File: src/rtl/text_lcd_2_pkg.sv
// text_lcd_2_pkg
// Shared definitions for the text LCD calculator:
//   - HD44780 command bytes used by the init and refresh sequence
//   - ASCII codes for every character the display can show
//   - entry FSM state and operator encodings
//   - decodeKey: one-hot digit key decoder
package text_lcd_2_pkg;

  localparam logic [7:0] CMD_FUNC  = 8'h38;  // 8-bit bus, 2 lines, 5x8 font
  localparam logic [7:0] CMD_DISP  = 8'h0C;  // display on, cursor off
  localparam logic [7:0] CMD_ENTRY = 8'h06;  // increment address, no shift
  localparam logic [7:0] CMD_CLEAR = 8'h01;
  localparam logic [7:0] CMD_LINE1 = 8'h80;
  localparam logic [7:0] CMD_LINE2 = 8'hC0;

  localparam logic [7:0] CH_SPACE = 8'h20;
  localparam logic [7:0] CH_EQ    = 8'h3D;
  localparam logic [7:0] CH_PLUS  = 8'h2B;
  localparam logic [7:0] CH_MINUS = 8'h2D;
  localparam logic [7:0] CH_MUL   = 8'h2A;
  localparam logic [7:0] CH_DIV   = 8'h2F;
  localparam logic [7:0] CH_E     = 8'h45;
  localparam logic [7:0] CH_R     = 8'h52;
  localparam logic [7:0] CH_0     = 8'h30;

  typedef enum logic [2:0] {
    IDLE,
    GOT_A,
    GOT_OP,
    GOT_B,
    RESULT
  } state_e;

  typedef enum logic [1:0] {
    OP_ADD,
    OP_SUB,
    OP_MUL,
    OP_DIV
  } op_e;

  // Returns {valid, digit}. Only an exact one-hot pattern is a digit; zero,
  // multiple or unknown bits never match any equality and so decode as invalid.
  function automatic logic [4:0] decodeKey(input logic [9:0] key);
    logic [4:0] r;
    r = 5'b0;
    for (int i = 0; i < 10; i++) begin
      if (key == (10'd1 << i)) r = {1'b1, 4'(i)};
    end
    return r;
  endfunction

endpackage

File: src/rtl/text_lcd_2_if.sv
// text_lcd_2_if
// Bundles the calculator keypad inputs and the LCD/LED outputs.
//   set, KEY[9:0], Add, Sub, Mul, Div : keypad side (driven by master)
//   lcd_rs, lcd_rw, lcd_en, lcd_data  : HD44780 bus (driven by slave)
//   lcd_p, lcd_n                      : backlight supply
//   led[4:0]                          : status lamps
interface text_lcd_2_if;
  logic       set;
  logic [9:0] KEY;
  logic       Add;
  logic       Sub;
  logic       Mul;
  logic       Div;
  logic       lcd_rs;
  logic       lcd_rw;
  logic       lcd_en;
  logic [7:0] lcd_data;
  logic       lcd_p;
  logic       lcd_n;
  logic [4:0] led;

  modport master (
    output set, KEY, Add, Sub, Mul, Div,
    input  lcd_rs, lcd_rw, lcd_en, lcd_data, lcd_p, lcd_n, led
  );

  modport slave (
    input  set, KEY, Add, Sub, Mul, Div,
    output lcd_rs, lcd_rw, lcd_en, lcd_data, lcd_p, lcd_n, led
  );
endinterface

File: src/rtl/text_lcd_2_drv.sv
// text_lcd_2_drv
// LCD timing and sequencer. Each step lasts TICK_DIV clocks; rs/data are
// loaded at the start of a step and held, en is high in the second half.
// Steps 0..3 are the init commands, step 4 is a quiet step, then steps
// 5..38 loop forever: line-1 address, 16 chars, line-2 address, 16 chars.
//   clk, rst_n   : clock, async active-low reset
//   text_i       : 32 live characters, [0..15] line 1, [16..31] line 2
//   lcd_rs_o, lcd_en_o, lcd_data_o : LCD bus
module text_lcd_2_drv
  import text_lcd_2_pkg::*;
#(
  parameter int TICK_DIV = 50000
) (
  input  logic            clk,
  input  logic            rst_n,
  input  logic [31:0][7:0] text_i,
  output logic            lcd_rs_o,
  output logic            lcd_en_o,
  output logic [7:0]      lcd_data_o
);

  localparam int TW = (TICK_DIV > 1) ? $clog2(TICK_DIV) : 1;
  localparam logic [5:0] STEP_IDLE  = 6'd4;
  localparam logic [5:0] STEP_LINE1 = 6'd5;
  localparam logic [5:0] STEP_LINE2 = 6'd22;
  localparam logic [5:0] STEP_LAST  = 6'd38;
  // Parked here during reset so the very first tick lands on step 0.
  localparam logic [5:0] STEP_PRE   = 6'd63;

  logic [TW-1:0] tick_q, tick_d;
  logic [5:0]    step_q, step_d;
  logic          tickWrap;
  logic          stepRs;
  logic [7:0]    stepData;
  logic          rs_q, en_q;
  logic [7:0]    data_q;

  always_comb begin
    tickWrap = (tick_q == TW'(TICK_DIV - 1));
    tick_d   = tickWrap ? '0 : tick_q + 1'b1;
    step_d   = step_q;
    if (tickWrap) begin
      if (step_q == STEP_PRE)       step_d = 6'd0;
      else if (step_q == STEP_LAST) step_d = STEP_LINE1;
      else                          step_d = step_q + 6'd1;
    end
  end

  // Bus contents for the step about to begin.
  always_comb begin
    stepRs   = 1'b0;
    stepData = 8'h00;
    case (step_d)
      6'd0:       stepData = CMD_FUNC;
      6'd1:       stepData = CMD_DISP;
      6'd2:       stepData = CMD_ENTRY;
      6'd3:       stepData = CMD_CLEAR;
      STEP_IDLE:  stepData = 8'h00;
      STEP_LINE1: stepData = CMD_LINE1;
      STEP_LINE2: stepData = CMD_LINE2;
      default: begin
        stepRs = 1'b1;
        if (step_d < STEP_LINE2) stepData = text_i[5'(step_d - 6'd6)];
        else                     stepData = text_i[5'(step_d - 6'd7)];
      end
    endcase
  end

  // Outputs are registered so reset clears them at once and data never
  // changes while en is high.
  always_ff @(posedge clk or negedge rst_n) begin
    if (!rst_n) begin
      tick_q <= TW'(TICK_DIV - 1);
      step_q <= STEP_PRE;
      rs_q   <= 1'b0;
      en_q   <= 1'b0;
      data_q <= 8'h00;
    end else begin
      tick_q <= tick_d;
      step_q <= step_d;
      en_q   <= (tick_d >= TW'(TICK_DIV / 2)) && (step_d != STEP_IDLE);
      if (tickWrap) begin
        rs_q   <= stepRs;
        data_q <= stepData;
      end
    end
  end

  assign lcd_rs_o   = rs_q;
  assign lcd_en_o   = en_q;
  assign lcd_data_o = data_q;

endmodule

File: src/rtl/text_lcd_2.sv
// text_lcd_2
// Single-digit calculator on a 16x2 text LCD. A synchronised rising edge
// of set commits the current digit/operator into the entry FSM; the
// resulting expression and answer are rendered into a 32-char buffer
// that text_lcd_2_drv streams to the display.
//   clk, rst_n : clock, async active-low reset
//   lcd_if     : keypad inputs, LCD bus, backlight and led status
module text_lcd_2
  import text_lcd_2_pkg::*;
#(
  parameter int TICK_DIV = 50000
) (
  input  logic         clk,
  input  logic         rst_n,
  text_lcd_2_if.slave  lcd_if
);

  logic       setMeta_q, setSync_q, setPrev_q;
  logic       setRise;
  logic [4:0] keyDec;
  logic       digitValid;
  logic [3:0] digit;
  logic       opValid;
  op_e        opSel;

  state_e     state_q, state_d;
  logic [3:0] a_q, a_d, b_q, b_d;
  op_e        op_q, op_d;
  logic [6:0] resMag_q, resMag_d;
  logic       resNeg_q, resNeg_d, err_q, err_d;

  logic [6:0] calcMag;
  logic       calcNeg, calcErr;
  logic [6:0] tens, ones;
  logic [4:0] pos;
  logic [31:0][7:0] text;

  // Two-flop synchroniser plus edge detector on the asynchronous strobe.
  always_ff @(posedge clk or negedge rst_n) begin
    if (!rst_n) begin
      setMeta_q <= 1'b0;
      setSync_q <= 1'b0;
      setPrev_q <= 1'b0;
    end else begin
      setMeta_q <= lcd_if.set;
      setSync_q <= setMeta_q;
      setPrev_q <= setSync_q;
    end
  end

  assign setRise    = setSync_q & ~setPrev_q;
  assign keyDec     = decodeKey(lcd_if.KEY);
  assign digitValid = keyDec[4];
  assign digit      = keyDec[3:0];
  assign opValid    = lcd_if.Add | lcd_if.Sub | lcd_if.Mul | lcd_if.Div;

  always_comb begin
    opSel = OP_DIV;
    if (lcd_if.Add)      opSel = OP_ADD;
    else if (lcd_if.Sub) opSel = OP_SUB;
    else if (lcd_if.Mul) opSel = OP_MUL;
  end

  // Arithmetic on the held operands; results are magnitude plus sign.
  always_comb begin
    calcMag = 7'd0;
    calcNeg = 1'b0;
    calcErr = 1'b0;
    case (op_q)
      OP_ADD: calcMag = 7'(a_q) + 7'(b_q);
      OP_SUB: begin
        if (a_q >= b_q) calcMag = 7'(a_q - b_q);
        else begin
          calcMag = 7'(b_q - a_q);
          calcNeg = 1'b1;
        end
      end
      OP_MUL: calcMag = 7'(a_q) * 7'(b_q);
      OP_DIV: begin
        if (b_q == 4'd0) calcErr = 1'b1;
        else             calcMag = 7'(a_q / b_q);
      end
      default: calcMag = 7'd0;
    endcase
  end

  always_ff @(posedge clk or negedge rst_n) begin
    if (!rst_n) begin
      state_q  <= IDLE;
      a_q      <= 4'd0;
      b_q      <= 4'd0;
      op_q     <= OP_ADD;
      resMag_q <= 7'd0;
      resNeg_q <= 1'b0;
      err_q    <= 1'b0;
    end else begin
      state_q  <= state_d;
      a_q      <= a_d;
      b_q      <= b_d;
      op_q     <= op_d;
      resMag_q <= resMag_d;
      resNeg_q <= resNeg_d;
      err_q    <= err_d;
    end
  end

  // Entry FSM: each committed strobe either advances or replaces the
  // operand/operator currently being edited.
  always_comb begin
    state_d  = state_q;
    a_d      = a_q;
    b_d      = b_q;
    op_d     = op_q;
    resMag_d = resMag_q;
    resNeg_d = resNeg_q;
    err_d    = err_q;
    if (setRise) begin
      case (state_q)
        IDLE: begin
          if (digitValid) begin
            a_d     = digit;
            state_d = GOT_A;
          end
        end
        GOT_A: begin
          if (opValid) begin
            op_d    = opSel;
            state_d = GOT_OP;
          end else if (digitValid) begin
            a_d = digit;
          end
        end
        GOT_OP: begin
          if (digitValid) begin
            b_d     = digit;
            state_d = GOT_B;
          end else if (opValid) begin
            op_d = opSel;
          end
        end
        GOT_B: begin
          if (digitValid) begin
            b_d = digit;
          end else if (!opValid) begin
            resMag_d = calcMag;
            resNeg_d = calcNeg;
            err_d    = calcErr;
            state_d  = RESULT;
          end
        end
        RESULT: begin
          if (digitValid) begin
            a_d      = digit;
            b_d      = 4'd0;
            op_d     = OP_ADD;
            resMag_d = 7'd0;
            resNeg_d = 1'b0;
            err_d    = 1'b0;
            state_d  = GOT_A;
          end
        end
        default: state_d = IDLE;
      endcase
    end
  end

  assign tens = resMag_q / 7'd10;
  assign ones = resMag_q % 7'd10;

  // Display buffer: expression on line 1, answer on line 2, spaces elsewhere.
  always_comb begin
    text = {32{CH_SPACE}};
    pos  = 5'd17;
    if (state_q != IDLE) text[0] = CH_0 + {4'd0, a_q};
    if (state_q == GOT_OP || state_q == GOT_B || state_q == RESULT) begin
      case (op_q)
        OP_ADD:  text[1] = CH_PLUS;
        OP_SUB:  text[1] = CH_MINUS;
        OP_MUL:  text[1] = CH_MUL;
        default: text[1] = CH_DIV;
      endcase
    end
    if (state_q == GOT_B || state_q == RESULT) text[2] = CH_0 + {4'd0, b_q};
    if (state_q == RESULT) begin
      text[16] = CH_EQ;
      if (err_q) begin
        text[17] = CH_E;
        text[18] = CH_R;
        text[19] = CH_R;
      end else begin
        if (resNeg_q) begin
          text[pos] = CH_MINUS;
          pos = pos + 5'd1;
        end
        if (tens != 7'd0) begin
          text[pos] = CH_0 + {1'b0, tens};
          pos = pos + 5'd1;
        end
        text[pos] = CH_0 + {1'b0, ones};
      end
    end
  end

  text_lcd_2_drv #(
    .TICK_DIV (TICK_DIV)
  ) u_drv (
    .clk        (clk),
    .rst_n      (rst_n),
    .text_i     (text),
    .lcd_rs_o   (lcd_if.lcd_rs),
    .lcd_en_o   (lcd_if.lcd_en),
    .lcd_data_o (lcd_if.lcd_data)
  );

  assign lcd_if.lcd_rw = 1'b0;
  assign lcd_if.lcd_p  = 1'b1;
  assign lcd_if.lcd_n  = 1'b0;
  assign lcd_if.led    = {err_q & (state_q == RESULT),
                          ~err_q & (state_q == RESULT),
                          state_q == GOT_B,
                          state_q == GOT_OP,
                          state_q == GOT_A};

endmodule

File: src/flat_wrapper.sv
// flat-port wrapper written by rule: the top's interface ports become plain ports
module text_lcd_2_flat import text_lcd_2_pkg::*;
#(
  parameter int TICK_DIV = 50000
)
  (clk, rst_n, lcd_if_set, lcd_if_KEY, lcd_if_Add, lcd_if_Sub, lcd_if_Mul, lcd_if_Div, lcd_if_lcd_rs, lcd_if_lcd_rw, lcd_if_lcd_en, lcd_if_lcd_data, lcd_if_lcd_p, lcd_if_lcd_n, lcd_if_led);
  text_lcd_2_if lcd_if_i ();
  input  logic clk;
  input  logic rst_n;
  input wire logic [$bits(lcd_if_i.set)-1:0] lcd_if_set;
  input wire logic [$bits(lcd_if_i.KEY)-1:0] lcd_if_KEY;
  input wire logic [$bits(lcd_if_i.Add)-1:0] lcd_if_Add;
  input wire logic [$bits(lcd_if_i.Sub)-1:0] lcd_if_Sub;
  input wire logic [$bits(lcd_if_i.Mul)-1:0] lcd_if_Mul;
  input wire logic [$bits(lcd_if_i.Div)-1:0] lcd_if_Div;
  output wire logic [$bits(lcd_if_i.lcd_rs)-1:0] lcd_if_lcd_rs;
  output wire logic [$bits(lcd_if_i.lcd_rw)-1:0] lcd_if_lcd_rw;
  output wire logic [$bits(lcd_if_i.lcd_en)-1:0] lcd_if_lcd_en;
  output wire logic [$bits(lcd_if_i.lcd_data)-1:0] lcd_if_lcd_data;
  output wire logic [$bits(lcd_if_i.lcd_p)-1:0] lcd_if_lcd_p;
  output wire logic [$bits(lcd_if_i.lcd_n)-1:0] lcd_if_lcd_n;
  output wire logic [$bits(lcd_if_i.led)-1:0] lcd_if_led;
  assign lcd_if_i.set = lcd_if_set;
  assign lcd_if_i.KEY = lcd_if_KEY;
  assign lcd_if_i.Add = lcd_if_Add;
  assign lcd_if_i.Sub = lcd_if_Sub;
  assign lcd_if_i.Mul = lcd_if_Mul;
  assign lcd_if_i.Div = lcd_if_Div;
  assign lcd_if_lcd_rs = lcd_if_i.lcd_rs;
  assign lcd_if_lcd_rw = lcd_if_i.lcd_rw;
  assign lcd_if_lcd_en = lcd_if_i.lcd_en;
  assign lcd_if_lcd_data = lcd_if_i.lcd_data;
  assign lcd_if_lcd_p = lcd_if_i.lcd_p;
  assign lcd_if_lcd_n = lcd_if_i.lcd_n;
  assign lcd_if_led = lcd_if_i.led;
  text_lcd_2 #(.TICK_DIV(TICK_DIV)) u_core (.clk(clk), .rst_n(rst_n), .lcd_if(lcd_if_i));
endmodule
File: config.mk
export PLATFORM = sky130hd
export DESIGN_NAME = text_lcd_2_flat
export DESIGN_NICKNAME = d
export VERILOG_FILES = /design/src/rtl/text_lcd_2_pkg.sv /design/src/rtl/text_lcd_2_if.sv /design/src/rtl/text_lcd_2_drv.sv /design/src/rtl/text_lcd_2.sv /design/src/flat_wrapper.sv
export SDC_FILE = /design/constraint.sdc
export NUM_CORES = 1
export LEC_CHECK = 0
export ABC_AREA = 0
export CELL_PAD_IN_SITES_DETAIL_PLACEMENT = 1
export CELL_PAD_IN_SITES_GLOBAL_PLACEMENT = 2
export CORE_MARGIN = 2
export CORE_UTILIZATION = 40
export DETAILED_ROUTE_END_ITERATION = 6
export PLACE_DENSITY_LB_ADDON = 0.05
export SYNTH_ARGS = -nofsm -noshare
export SYNTH_HDL_FRONTEND = slang
export SYNTH_SLANG_ARGS = --single-unit
File: constraint.sdc
create_clock -name clk -period 19.55 [get_ports clk]
set_input_delay 5.865 -clock clk [delete_from_list [all_inputs] [get_ports clk]]
set_output_delay 5.865 -clock clk [all_outputs]
set_load 0.02 [all_outputs]
# Yosys cells after proc, flatten, opt, wreduce, memory -nomap -nowiden
# Index checks and enable logic that the tools add are counted.
classes:
  n_reduce_logical: 24
  addsub: 12
  mul: 1
  n_div: 3
  shifts: 0
  magnitude_cmp: 9
  muxes: 84
  bitwise_logic: 8
  n_eq_ne: 36
op_table:
  columns: ["operator", "n"]
  rows:
  - ["$mux W256", 4]
  - ["$bwmux W256", 2]
  - ["$mux W136", 1]
  - ["$mux W96", 1]
  - ["$bmux W8 S5", 2]
  - ["$demux W8 S5", 2]
  - ["$mux W8", 10]
  - ["$mux W5", 15]
  - ["$pmux W8 S7", 1]
  - ["$mux W7", 5]
  - ["$pmux W7 S4", 1]
  - ["$lt A5 B6 Y1 const B", 4]
  - ["$mux W24", 1]
  - ["$mux W4", 5]
  - ["$mux W6", 3]
  - ["$add A16 B1 Y16 const B", 1]
  - ["$add A6 B7 Y8 const A", 2]
  - ["$eq A16 B16 Y1 const B", 1]
  - ["$ge A16 B15 Y1 const B", 1]
  - ["$mux W16", 1]
  - ["$pmux W4 S2", 2]
  - ["$mux W3", 5]
  - ["$add A6 B4 Y7 const A", 2]
  - ["$pmux W7 S2", 1]
  - ["59 further kinds", 104]
totals:
  out_inout_bits: 18
  in_bits: 17
  register_bits: 57
  n_memories: 0
  mem_bits_rw: 0
  wordCells: 192
  latch_bits: 0
  romBits: 0

# Depth between registers and ports, before layout
depth:
  depth_word: 18
  ltp_mapped: 38
  depth_no_buf: 38

# Hierarchy
# From an unflattened synthesis, not the netlist that was laid out.
unflattened:
  cells_unflattened: 1443
  hier_area_um2: 10856.7
modules_own_cells:
  columns: ["module", "area_per_inst_um2", "seq_area_each_um2", "cells_per_inst", "instances"]
  rows:
  - ["text_lcd_2_drv", 6436.2, 819.5, 849, 1]
  - ["text_lcd_2", 4420.5, 625.6, 594, 1]

# Worst setup path before layout
# Ideal clock, no wire load.
synth_path:
  path_type: "input -> register"
  from: "input port lcd_if_KEY[7]"
  to: "register u_core.a_q[3]"
  stages: 9
  path_slack_ps: 11586
  n_path_buf: 1
  arrival_ps: 7839
  setup_time_ps: 125
  t_required_ps: 19425
  cell_sequence: "clkbuf_1 -> xor2_1 -> o21ai_0 -> o21ai_0 -> and4_1 -> or3_1 -> nand2_1 -> a211oi_1 -> mux2_2"
synth_via:
  elab_chain_cells: 14
  word_cells_on_any_way: 23
  classes_between: "10 x eq/ne; 13 x mux"
synth_lines:
  columns: ["element", "line", "text"]
  rows:
  - ["start: declaration", "flat_wrapper.sv:11", "input wire logic [$bits(lcd_if_i.KEY)-1:0] lcd_if_KEY;"]
  - ["$eq A10 B1 Y1", "text_lcd_2_pkg.sv:47", "if (key == (10'd1 << i)) r = {1'b1, 4'(i)};"]
  - ["$mux W5 (9 in series)", "text_lcd_2_pkg.sv:47", null]
  - ["$mux W5 *", "text_lcd_2_pkg.sv:47", null]
  - ["$mux W4 *", "text_lcd_2.sv:120, text_lcd_2.sv:129, text_lcd_2.sv:152", null]
  - ["$mux W4", "text_lcd_2.sv:126", "if (opValid) begin"]
  - ["$pmux W4 S2 *", "text_lcd_2.sv:118", "case (state_q)"]
  - ["end signal: assignment", "text_lcd_2.sv:90", "a_q <= 4'd0;"]
  - ["end signal: assignment", "text_lcd_2.sv:98", "a_q <= a_d;"]
  - ["end: declaration", "text_lcd_2.sv:27", "logic [3:0] a_q, a_d, b_q, b_d;"]
# Mark *: on every way between the ends. The rest lies on a longest branch, timed or not. The select of a mux whose other input is x is not followed.
# A chain may end at the register's enable or synchronous reset.

# Worst setup path in the final report
layout_path:
  from: "register u_core.state_q[0]"
  to: "output port lcd_if_led[3]"
layout_via:
  elab_chain_cells: 2
layout_lines:
  columns: ["element", "line", "text"]
  rows:
  - ["start: declaration", "text_lcd_2.sv:26", "state_e state_q, state_d;"]
  - ["start signal: assignment", "text_lcd_2.sv:97", "state_q <= state_d;"]
  - ["$eq A3 B3 Y1", "text_lcd_2.sv:219", "~err_q & (state_q == RESULT),"]
  - ["$and A1 B1 Y1", "text_lcd_2.sv:219", null]
  - ["end: declaration", "flat_wrapper.sv:22", "output wire logic [$bits(lcd_if_i.led)-1:0] lcd_if_led;"]
# No other way between the ends.

==> results_dict.tcl <==
set metrics [dict create \
    fin_nets 1051 \
    slew_violations 0 \
    via_per_inst 6.34 \
    syn_avg_cell_area_um2 7.68 \
    grt_overflow 0 \
    cts_hold_buf 0 \
    htreeDepth 3 \
    portBuffers 31 \
    dpl.hpwl_um 19100 \
    cp_slowest_stage_delay_ns 0.81 \
    gp_congestion 0.850 \
    synth_top_area_share_pct 14.2 \
    fillCellCount 2252 \
    syn_inst 966 \
    clock-root-buffer "clkbuf_16" \
    die_w_um 140 \
    synth_top_cell_by_area "dfrtp_1" \
    cts_buffers 9 \
    cts_tree "done" \
    p_per_area_nw_per_um2 62.2 \
    num_antenna_cells 0 \
    crit_chain "nor2b_1, and2_1, nand2b_1, clkinv_1, clkdlybuf4s50_1" \
    critPathRequiredTime_ns 13.68 \
    cts_resized 0 \
    synth.distinct_cells 105 \
    syn_area_um2 7420 \
    synthFlopType "dfrtp_1" \
    critPathCaptureType "output port" \
    ys_seq_area_share_pct 19.5 \
    postCtsSetupRepairBufs 0 \
    synth_edf_count 0 \
    path_class "flip-flop to output port" \
    core_area_um2 18100 \
    rsz0062_at_grt "no" \
    drive_above_1_share_pct 7.63 \
    ir_drop_v 0.0000436 \
    crit_buf_inv 2 \
    ys_ff_latch 57 \
    yosys_warnings 0 \
    power_leakage_nw 3.22 \
    die-height_um 140 \
    die_area_um2 19700 \
    use_met1_pct 33.9 \
    initialDrtViolationCount 360 \
    tightest_slew_ns 0.949 \
    async_reset_ff_share_pct 100 \
    min_path_type "flip-flop to flip-flop" \
    met2_usage_pct 44.4 \
    drc_errors 0 \
    placed_area_um2 7800 \
    grtUsageMet3_pct 4.14 \
    synthMostInstantiatedCell "nand2_1" \
    clock-skew-final_ns 0.0111 \
    ios 35 \
    clkSlewWorstSetupHoldPaths_ns 0.06 \
    fin_crit_ns 9.07 \
    clock-sinks 57 \
    start_util_pct 41.0 \
    detail-route-antenna-nets 0 \
    synth.area.top_cells "dfrtp_1, ha_1, dfstp_2" \
    start_kind "flip-flop" \
    grt_pass1_vias 7896 \
    cp_max_fo 20 \
    crit_slowest_cell "and2_1" \
    maxCapViolCount 0 \
    num_rows 49 \
    crit_family "simple AND/OR/NAND/NOR gates" \
    period_share_pct 46.4 \
    fmax_mhz 110 \
    antenna_found_initial 0 \
    wl_um 25500 \
    worst_ep_arrival_time_ns 3.21 \
    finalSetupTns_ns 0 \
    grt_first_pass_wirelength_um 41800 \
    syn2layout_area_growth_pct 9.26 \
    clock_path_buffers 2 \
    drt_first_pass_iters 5 \
    wire_per_inst_um 21.3 \
    fin_area_um2 8110 \
    finalHoldViolations 0 \
    maxSlewHeadroom_pct 36.2 \
    grt-busiest-layer "met2" \
    status "finished clean" \
    grt_max_degree 58 \
    synth_common_cells "nand2_1, nor2_1, o21ai_0" \
    clkLatencyLatePin_ns 0.34 \
    setup_violations 0 \
    grt_usage_pct 26.2 \
    num_vias 7606 \
]
-- worst paths after layout --
check,startpoint,endpoint,slack (ns),cells after the start
max in group asynchronous,rst_n,u_core.u_drv.lcd_data_o[2]$_DFFE_PN0N_,13.31,2
min reg2reg,u_core.setMeta_q$_DFF_PN0_,u_core.setSync_q$_DFF_PN0_,0.35,0
max reg2reg,u_core.b_q[1]$_DFFE_PN0P_,u_core.resMag_q[0]$_DFFE_PN0P_,11.03,35
min in group asynchronous,rst_n,u_core.resMag_q[3]$_DFFE_PN0P_,5.69,2
max,u_core.state_q[0]$_DFFE_PN0P_,lcd_if_led[3],10.48,5
min,u_core.setMeta_q$_DFF_PN0_,u_core.setSync_q$_DFF_PN0_,0.35,0
-- routing by layer --
layer / vias to the layer above / share of wire (%)
met5: - / 0
met4: 0 / 2.8
met3: 53 / 3.6
met2: 162 / 47
met1: 3791 / 46
li1: 3600 / -
-- where the power goes --
part	internal [mW]	switching [mW]
clock network	0.0996	0.0633
registers	0.124	0.0258
logic	0.0768	0.115
-- flip-flops by register name (all words and copies together), names as in the netlist --
signal / flops
u_core.u_drv.lcd_data_o: 8
u_core.b_q: 4
u_core.setSync_q: 1
u_core.a_q: 4
u_core.u_drv.tick_q: 16
u_core.u_drv.lcd_rs_o: 1
u_core.resMag_q: 7
u_core.op_q: 2
u_core.state_q: 3
u_core.err_q: 1
u_core.resNeg_q: 1
u_core.u_drv.lcd_en_o: 1
u_core.setPrev_q: 1
u_core.setMeta_q: 1
u_core.u_drv.step_q: 6
-- kinds of logic (layout without fill, tap and decap cells) --
group / after synthesis / in the layout / synth area share, %
buffers and inverters: 106 / 106 / 6.14
muxes: 16 / 16 / 2.26
other: 2 / 6 / 0.101
and+or+nand+nor: 365 / 365 / 25.7
xor gates and xnor gates: 34 / 34 / 4.11
DFF: 57 / 57 / 19.5
AOI/OAI and AO/OA: 316 / 316 / 29.8
adders and majority gates: 70 / 70 / 12.5
-- cells in the final DEF (no fill, tap or decap), drive strengths merged, types with 8 or more instances in the layout --
cell	Yosys	layout
a211oi	14	14
dfrtp	42	42
mux2i	10	10
a311oi	9	9
nor2	95	95
o21a	12	12
nor4	12	12
nand2	98	98
o21ai	71	71
a21oi	62	62
o211ai	8	8
nand4	20	20
clkbuf	32	9
inv	53	55
and2	13	13
nor3	30	30
xnor2	24	24
and3	10	10
xor2	10	10
a21o	13	13
o22ai	11	11
a31oi	18	18
o31ai	16	16
clkdlybuf4s50	0	30
ha	62	62
dfstp	15	15
nand2b	10	10
nand3	27	27
-- final cells by class --
type	instances	area [um^2]	share of cell area, %
Multi-Input combinational cell	807	5540	68.3
Inverter	56	210	2.59
Timing Repair Buffer	34	328	4.04
Tap cell	229	287	3.53
Sequential cell	57	1450	17.8
Clock inverter	7	77.6	0.957
Clock buffer	9	225	2.78
-- through the flow --
stage | hold slack [ns] | utilization, % | total power [mW] | worst slack [ns] | instances
6_report | 0.348 | 44.8 | 0.505 | 10.48 | 1199
5_1_grt | 0.360 | 44.8 | 0.538 | 10.31 | 1199
4_1_cts | 0.351 | 44.8 | 0.506 | 10.51 | 1199
3_5_place_dp | 0.337 | 43.2 | 0.341 | 10.69 | 1183
3_3_place_gp | 0.332 | 43.2 | 0.331 | 10.81 | 1183
2_1_floorplan | 0.331 | - | 0.283 | 11.59 | 970
(Power assumes the default switching activity.)
